<file path="src/rtl/trig_pkg.sv">
// Shared constants, step tables and FSM state encoding for the triangle/sawtooth
// stream analyzer.
package trig_pkg;

    localparam int unsigned SAMPLE_W = 16;
    localparam int unsigned DELTA_W  = SAMPLE_W + 1;
    localparam int unsigned SEL_W    = 2;
    localparam int unsigned N_SEL    = 4;

    localparam logic signed [SAMPLE_W-1:0] SAMPLE_MIN = 16'sh8000;
    localparam logic signed [SAMPLE_W-1:0] SAMPLE_MAX = 16'sh7FFF;

    // Indexed by dc_sel: the generator's per-sample rising and falling steps.
    localparam logic signed [DELTA_W-1:0] STEP_UP   [N_SEL] =
        '{17'sd2048, 17'sd1024, 17'sd512, 17'sd341};
    localparam logic signed [DELTA_W-1:0] STEP_DOWN [N_SEL] =
        '{17'sd292, 17'sd341, 17'sd512, 17'sd1024};

    typedef enum logic [1:0] {
        ST_HUNT   = 2'd0,
        ST_BOTTOM = 2'd1,
        ST_RISE   = 2'd2,
        ST_FALL   = 2'd3
    } state_t;

endpackage

</file>
<file path="src/rtl/trig_analyzer_if.sv">
// Sample stream in, period measurement out; master is the sample source.
interface trig_analyzer_if #(
    parameter int unsigned CNT_W = 16
);
    import trig_pkg::*;

    logic                       s_valid;
    logic signed [SAMPLE_W-1:0] s_data;
    logic [SEL_W-1:0]           dc_sel_det;
    logic [CNT_W-1:0]           period;
    logic                       locked;
    logic                       meas_valid;
    logic                       err;

    modport master (
        output s_valid, s_data,
        input  dc_sel_det, period, locked, meas_valid, err
    );

    modport slave (
        input  s_valid, s_data,
        output dc_sel_det, period, locked, meas_valid, err
    );

endinterface

</file>
<file path="src/rtl/trig_step_decode.sv">
// Combinational step lookup: rising delta -> {hit, dc_sel}; dc_sel -> steps.
module trig_step_decode
    import trig_pkg::*;
(
    input  logic signed [DELTA_W-1:0] delta,
    input  logic [SEL_W-1:0]          dc_sel,
    output logic                      up_hit_c,
    output logic [SEL_W-1:0]          up_sel_c,
    output logic signed [DELTA_W-1:0] step_up_c,
    output logic signed [DELTA_W-1:0] step_down_c
);

    always_comb begin
        up_hit_c    = 1'b0;
        up_sel_c    = '0;
        step_up_c   = STEP_UP[dc_sel];
        step_down_c = STEP_DOWN[dc_sel];
        for (int i = 0; i < N_SEL; i++) begin
            if (delta == STEP_UP[i]) begin
                up_hit_c = 1'b1;
                up_sel_c = SEL_W'(i);
            end
        end
    end

endmodule

</file>
<file path="src/rtl/trig_analyzer.sv">
// Tracks a generator triangle stream, decodes its duty-cycle selection and
// measures the period in valid samples; flags any sample off the profile.
module trig_analyzer
    import trig_pkg::*;
#(
    parameter int unsigned CNT_W = 16
)(
    input  logic           clk,
    input  logic           rst,
    trig_analyzer_if.slave bus
);

    localparam logic [CNT_W-1:0] CNT_MAX = '1;

    state_t                     state, state_nxt;
    logic signed [SAMPLE_W-1:0] prev_sample;
    logic [CNT_W-1:0]           period_cnt, cnt_nxt;
    logic [SEL_W-1:0]           dc_lat, lat_nxt;
    logic [SEL_W-1:0]           dc_det, det_nxt;
    logic [CNT_W-1:0]           period_q, period_nxt;
    logic                       locked_q, locked_nxt;
    logic                       meas_q, err_q;

    logic ev_start, ev_relatch, ev_count, ev_done, ev_abort, ev_err;
    logic signed [DELTA_W-1:0]  delta_c, step_up_c, step_down_c;
    logic                       up_hit_c;
    logic [SEL_W-1:0]           up_sel_c;
    logic                       is_min, is_max, cnt_sat, rise_clip, fall_done;

    assign delta_c = $signed({bus.s_data[SAMPLE_W-1], bus.s_data})
                   - $signed({prev_sample[SAMPLE_W-1], prev_sample});

    trig_step_decode u_dec (
        .delta       (delta_c),
        .dc_sel      (dc_lat),
        .up_hit_c    (up_hit_c),
        .up_sel_c    (up_sel_c),
        .step_up_c   (step_up_c),
        .step_down_c (step_down_c)
    );

    assign is_min    = (bus.s_data == SAMPLE_MIN);
    assign is_max    = (bus.s_data == SAMPLE_MAX);
    assign cnt_sat   = (period_cnt >= (CNT_MAX - CNT_W'(1)));
    // The last step at either rail is clipped, so it may be any size up to a full step.
    assign rise_clip = is_max && (delta_c >= 17'sd1) && (delta_c <= step_up_c);
    assign fall_done = is_min && (delta_c <= -17'sd1) && (delta_c >= -step_down_c);

    // State register
    always_ff @(posedge clk) begin
        if (rst) state <= ST_HUNT;
        else     state <= state_nxt;
    end

    // Next-state decision and the events it implies
    always_comb begin
        state_nxt  = state;
        ev_start   = 1'b0;
        ev_relatch = 1'b0;
        ev_count   = 1'b0;
        ev_done    = 1'b0;
        ev_abort   = 1'b0;
        ev_err     = 1'b0;
        if (bus.s_valid) begin
            case (state)
                ST_HUNT: begin
                    if (is_min) state_nxt = ST_BOTTOM;
                end
                ST_BOTTOM: begin
                    if (!is_min) begin
                        if (up_hit_c) begin
                            ev_start  = 1'b1;
                            state_nxt = ST_RISE;
                        end else begin
                            ev_err    = 1'b1;
                            state_nxt = ST_HUNT;
                        end
                    end
                end
                ST_RISE: begin
                    if (rise_clip) begin
                        ev_count  = 1'b1;
                        state_nxt = ST_FALL;
                    end else if (up_hit_c) begin
                        ev_count   = 1'b1;
                        ev_relatch = 1'b1;
                    end else if (is_min) begin
                        ev_abort  = 1'b1;
                        state_nxt = ST_BOTTOM;
                    end else begin
                        ev_err    = 1'b1;
                        state_nxt = ST_HUNT;
                    end
                end
                ST_FALL: begin
                    if (fall_done) begin
                        ev_done   = 1'b1;
                        state_nxt = ST_BOTTOM;
                    end else if (delta_c == -step_down_c) begin
                        ev_count = 1'b1;
                    end else begin
                        ev_err    = 1'b1;
                        state_nxt = ST_HUNT;
                    end
                end
                default: state_nxt = ST_HUNT;
            endcase
            if (ev_count && cnt_sat) begin
                ev_err    = 1'b1;
                state_nxt = ST_HUNT;
            end
        end
    end

    // Next values of the datapath and measurement outputs
    always_comb begin
        cnt_nxt    = period_cnt;
        lat_nxt    = dc_lat;
        det_nxt    = dc_det;
        period_nxt = period_q;
        locked_nxt = locked_q;
        if (ev_start) begin
            cnt_nxt = CNT_W'(1);
            lat_nxt = up_sel_c;
        end
        if (ev_count && (period_cnt != CNT_MAX)) cnt_nxt = period_cnt + CNT_W'(1);
        if (ev_relatch) lat_nxt = up_sel_c;
        if (ev_done) begin
            det_nxt    = dc_lat;
            period_nxt = period_cnt + CNT_W'(1);
            locked_nxt = 1'b1;
        end
        if (ev_err || ev_abort) locked_nxt = 1'b0;
    end

    always_ff @(posedge clk) begin
        if (rst) begin
            prev_sample <= SAMPLE_MIN;
            period_cnt  <= '0;
            dc_lat      <= '0;
            dc_det      <= '0;
            period_q    <= '0;
            locked_q    <= 1'b0;
            meas_q      <= 1'b0;
            err_q       <= 1'b0;
        end else begin
            if (bus.s_valid) prev_sample <= bus.s_data;
            period_cnt <= cnt_nxt;
            dc_lat     <= lat_nxt;
            dc_det     <= det_nxt;
            period_q   <= period_nxt;
            locked_q   <= locked_nxt;
            meas_q     <= ev_done;
            err_q      <= ev_err;
        end
    end

    assign bus.dc_sel_det = dc_det;
    assign bus.period     = period_q;
    assign bus.locked     = locked_q;
    assign bus.meas_valid = meas_q;
    assign bus.err        = err_q;

endmodule

</file>
<file path="src/flat_wrapper.sv">
// flat-port wrapper written by rule: the top's interface ports become plain ports
module trig_analyzer_flat import trig_pkg::*;
#(
    parameter int unsigned CNT_W = 16
)
  (clk, rst, bus_s_valid, bus_s_data, bus_dc_sel_det, bus_period, bus_locked, bus_meas_valid, bus_err);
  trig_analyzer_if #(.CNT_W(CNT_W)) bus_i ();
  input  logic clk;
  input  logic rst;
  input wire logic [$bits(bus_i.s_valid)-1:0] bus_s_valid;
  input wire logic [$bits(bus_i.s_data)-1:0] bus_s_data;
  output wire logic [$bits(bus_i.dc_sel_det)-1:0] bus_dc_sel_det;
  output wire logic [$bits(bus_i.period)-1:0] bus_period;
  output wire logic [$bits(bus_i.locked)-1:0] bus_locked;
  output wire logic [$bits(bus_i.meas_valid)-1:0] bus_meas_valid;
  output wire logic [$bits(bus_i.err)-1:0] bus_err;
  assign bus_i.s_valid = bus_s_valid;
  assign bus_i.s_data = bus_s_data;
  assign bus_dc_sel_det = bus_i.dc_sel_det;
  assign bus_period = bus_i.period;
  assign bus_locked = bus_i.locked;
  assign bus_meas_valid = bus_i.meas_valid;
  assign bus_err = bus_i.err;
  trig_analyzer #(.CNT_W(CNT_W)) u_core (.clk(clk), .rst(rst), .bus(bus_i));
endmodule
</file>
<file path="config.mk">
export PLATFORM = sky130hd
export DESIGN_NAME = trig_analyzer_flat
export DESIGN_NICKNAME = d
export VERILOG_FILES = /design/src/rtl/trig_pkg.sv /design/src/rtl/trig_analyzer_if.sv /design/src/rtl/trig_step_decode.sv /design/src/rtl/trig_analyzer.sv /design/src/flat_wrapper.sv
export SDC_FILE = /design/constraint.sdc
export NUM_CORES = 1
export LEC_CHECK = 0
export ABC_AREA = 1
export ABC_CLOCK_PERIOD_IN_PS = 3800
export CAP_MARGIN = 20
export CORE_AREA = 2 2 90 157
export DETAILED_ROUTE_END_ITERATION = 10
export DIE_AREA = 0 0 92 159
export PLACE_DENSITY = 0.61
export SYNTH_ARGS = -nofsm -noshare
export SYNTH_HDL_FRONTEND = slang
export SYNTH_SLANG_ARGS = --single-unit
</file>
<file path="constraint.sdc">
create_clock -name clk -period 3.8 [get_ports clk]
set_input_delay 0.95 -clock clk [delete_from_list [all_inputs] [get_ports clk]]
set_output_delay 0.95 -clock clk [all_outputs]
set_load 0.05 [all_outputs]
</file>
==> summary.txt <==
Outcome
  – Status: finished, violations left
  – Failing checks: negative setup slack

Synth
  – Mean post-synth cell area: slightly above 6 um2
  – Synthesized flop and latch total: 57
  – Yosys warning count: 0
  – Post-synthesis async set-or-reset flop share: 0%
  – Top FF cell, synth: dfxtp_1
  – Register area share after synthesis: ~22%
  – Cell count after synthesis: 851
  – Cell Area, Synth: around 0.0053 mm2
  – Number of distinct library cells after synthesis: approximately 40
  – EDFF count, synth: 0

Global route
  – Vias in the first global route: ~6.3k
  – Total global-route track usage: between 20% and 30%
  – First-pass GRT wire length: 29000 um
  – Initial antenna violation count: 0
  – Total gr overflow: 0
  – Largest net degree at the start of global routing: 35

Worst setup path
  – CP endpoint kind: register
  – Internal reg-to-reg setup slack: about 270 ps
  – Required time of the critical path: 4080 ps
  – RR Endpoint: u_core.state[0]$_SDFFE_PP0P_
  – Worst Reg-to-Reg Cells: 28
  – Critical path arrival: 4200 ps
  – Worst r2r src: u_core.prev_sample[0]$_SDFFE_PP0P_
  – Crit Path Category: in2reg
  – Worst-path fanout max: 4
  – CP Launch Type: input port

Layout
  – N_diodes: 0
  – Fraction of layout cells with a size suffix above 1: 38.1%
  – Nets: between 1k and 1.5k
  – Synthesis-to-finish area growth: 56.6%

Floorplanning
  – FP Rows: 56
  – IO Count: 40
  – Initial core utilization: approximately two fifths
  – Die area: about 0.015 mm2
  – Height of the chip: 159 um
  – Die Wd: a little over 90 um
  – Total core area: roughly 0.013 mm2

Detailed routing
  – Wirelength per Cell: between 15 and 20 um
  – Routed WL: 18700 um
  – Drt initial violations: ~360
  – DRT Pass-1 Iters: 5
  – Via/cell ratio: a little over 5
  – Total number of vias: ~6.3k
  – Number of remaining DRC errors: 0
  – Routed Antenna Nets: 0

STA
  – Setup_tns: -672 ps
  – Pins Over Slew Limit: 0
  – Highest Clock Rate: about 260 MHz
  – Period utilization: 103%
  – Worst slew margin: ~57%
  – Clock skew: roughly 14 ps
  – Crit path time final: just under 4000 ps
  – Actual slew at the worst max-slew pin: a little over 600 ps
  – PnR worst setup slack: -113 ps
  – Hold Vio Cnt, Final: 0
  – Final setup vio count: 14
  – RSZ-0062 raised after global routing: true

Clock tree
  – CTS buffer count: 9
  – CTS tree: yes
  – Worst-skew pair later-pin latency: between 300 and 400 ps
  – Post-CTS Hold Fix Bufs: 0
  – Root Buffer: clkbuf_16
  – Clk buf depth: 2
  – Clk slew on worst S/H paths: around 70 ps
  – Clock Sink Count: between 50 and 60
  – CTS H-tree depth: 3

Power and ir drop
  – Int Pwr: approximately 1.8 mW
  – VDD IR max: 0.000267 V
  – P_leak: between 3 and 4 nW
  – Total power draw: approximately 2.8 mW
  – Seq pwr share: approximately 22%
  – Combinational power share: a little over two fifths
  – Net Sw Frac: between 30% and 40%
  – Clock power frac: 35.6%
  – Pwr Density: 336 mW/mm2
  – P_sw: around 1000 uW

Placed design
  – RePlAce Congestion: just under 1
  – Buffers on Ports: 39
  – DPL Wire Length: 13300 um

Worst hold path
  – Worst min-delay path class: reg2reg
  – Hold Path End: u_core.bus.dc_sel_det[1]$_SDFFE_PP0P_
  – Hold_sp: u_core.bus.dc_sel_det[1]$_SDFFE_PP0P_
  – Worst hold path stage count: 2

Job
  – Maxcap violations: 0
## cells in the final DEF, fill, tap and decap left out, drive strengths merged, types with 13 or more instances in the layout
master         instances
a21oi                 77
buf                  150
clkbuf                13
clkdlybuf4s50         23
dfxtp                 57
ha                    42
inv                  150
nand2                233
nand3                 76
nand4                 25
nor2                  68
nor3                  23
o21ai                 38
## Yosys cell counts, types with 2 or more instances
master,n,share of area [%]
dfxtp_1,57,22
nor2_2,6,0.71
xor2_1,9,1.5
nor3_2,2,0.38
inv_1,127,9.0
a21oi_2,10,1.7
o21ai_0,38,3.6
xnor2_1,6,1.0
buf_6,3,0.64
conb_1,2,0.14
buf_2,2,0.19
nand3_1,75,7.1
nand2_1,193,14
inv_2,20,1.4
ha_1,42,10
and2_1,3,0.36
nand2_4,7,1.5
nand2_2,33,3.9
nand4_1,25,3.0
nor2_1,61,4.3
nor4_1,9,1.1
nor3_1,21,2.0
nand3b_1,5,0.71
clkbuf_1,12,0.85
a2111oi_0,2,0.33
a21oi_1,66,6.3
## critical path, cell delays in order
cell,delay [ps]
dlygate4sd2_1,280
ha_4,240
buf_4,150
nand2_2,110
nor2_4,50
and2_1,160
nand2_4,80
buf_4,120
nand3_2,70
nand2_4,110
nand3_2,80
nor4_2,220
ha_1,280
inv_1,60
nand4_1,140
nand3b_4,150
nand4_1,140
buf_4,160
buf_4,130
buf_4,120
nand3b_1,70
nand2_1,70
nand3_1,90
nand2_1,70
nor2_1,90
## worst max-delay path by stage
stage                                                     to            from  cells past startpoint
after floorplan           u_core.bus.period[10]$_SDFFE_PP0P_   bus_s_data[0]                     23
after global placement     u_core.bus.period[3]$_SDFFE_PP0P_   bus_s_data[0]                     26
after detailed placement   u_core.bus.period[3]$_SDFFE_PP0P_   bus_s_data[0]                     26
after CTS                 u_core.bus.period[15]$_SDFFE_PP0P_   bus_s_data[0]                     22
after global routing            u_core.state[0]$_SDFFE_PP0P_  bus_s_data[11]                     24
final                           u_core.state[0]$_SDFFE_PP0P_  bus_s_data[10]                     25
## through the flow
stage               hold slack [ps]  cells  util [%]  area, um2  setup slack (ps)
finish                          443   1216      62.1       8260              -113
detailed placement              437   1166      51.0       6790             -1230
floorplan                       438    856         -       5400             -21.5
global placement                433   1166      51.0       6790             -1170
CTS                             447   1201      58.0       7720             -10.3
global route                    470   1216      62.1       8260              -318
## power by group through the flow
| stage | combinational, mW | sequential (mW) | clock (mW) |
|---|---|---|---|
| 3_3_place_gp | 0.905 | 0.628 | 0 |
| 4_1_cts | 1.04 | 0.615 | 1.00 |
| 2_1_floorplan | 0.525 | 0.627 | 0 |
| 6_report | 1.17 | 0.615 | 0.990 |
| 5_1_grt | 1.28 | 0.617 | 1.02 |
| 3_5_place_dp | 0.911 | 0.629 | 0 |
## state kept, by name (all words and copies together) (netlist names)
signal	cells
u_core.bus.period	16
u_core.period_cnt	16
u_core.prev_sample	16
u_core.bus.dc_sel_det	2
u_core.dc_lat	2
u_core.state	2
u_core.bus.err	1
u_core.bus.locked	1
u_core.bus.meas_valid	1
## layout make-up
| cell class | count | area (um2) |
|---|---|---|
| clock buffers | 9 | 225 |
| clock inverters | 7 | 125 |
| fillers | 1234 | 5050 |
| inverters | 148 | 586 |
| multi-input cells | 632 | 4330 |
| flip-flops and latches | 57 | 1140 |
| well taps | 174 | 218 |
| repair buffers | 188 | 1630 |
| repair inverters | 1 | 8.76 |
## cell families (layout without fill, tap and decap cells)
group                      Yosys count  count (layout)  share of synthesized area, %
buffers and inverters              167             353                          12.8
DFF                                 57              57                          21.6
other                                2               7                         0.142
xor gates and xnor gates            15              15                          2.49
adders and majority gates           43              43                          10.3
AOI/OAI and AO/OA                  123             123                          13.1
and+or+nand+nor                    444             444                          39.5
## metal layers
layer / track usage (%) / share of wire [%]
met2: 48.8 / 56
met5: 0 / 0
met4: 13.0 / 5.3
met1: 24.3 / 37
met3: 2.46 / 2.1
## repair_timing
| action | 4_1_cts | 5_1_grt |
|---|---|---|
| resized for setup | 121 | 110 |
| buffers inserted | 17 | 12 |
| setup endpoints to repair | 41 | 41 |
| pin swaps | 28 | 45 |
| gates cloned | 2 | 3 |
(Power assumes the default switching activity.)
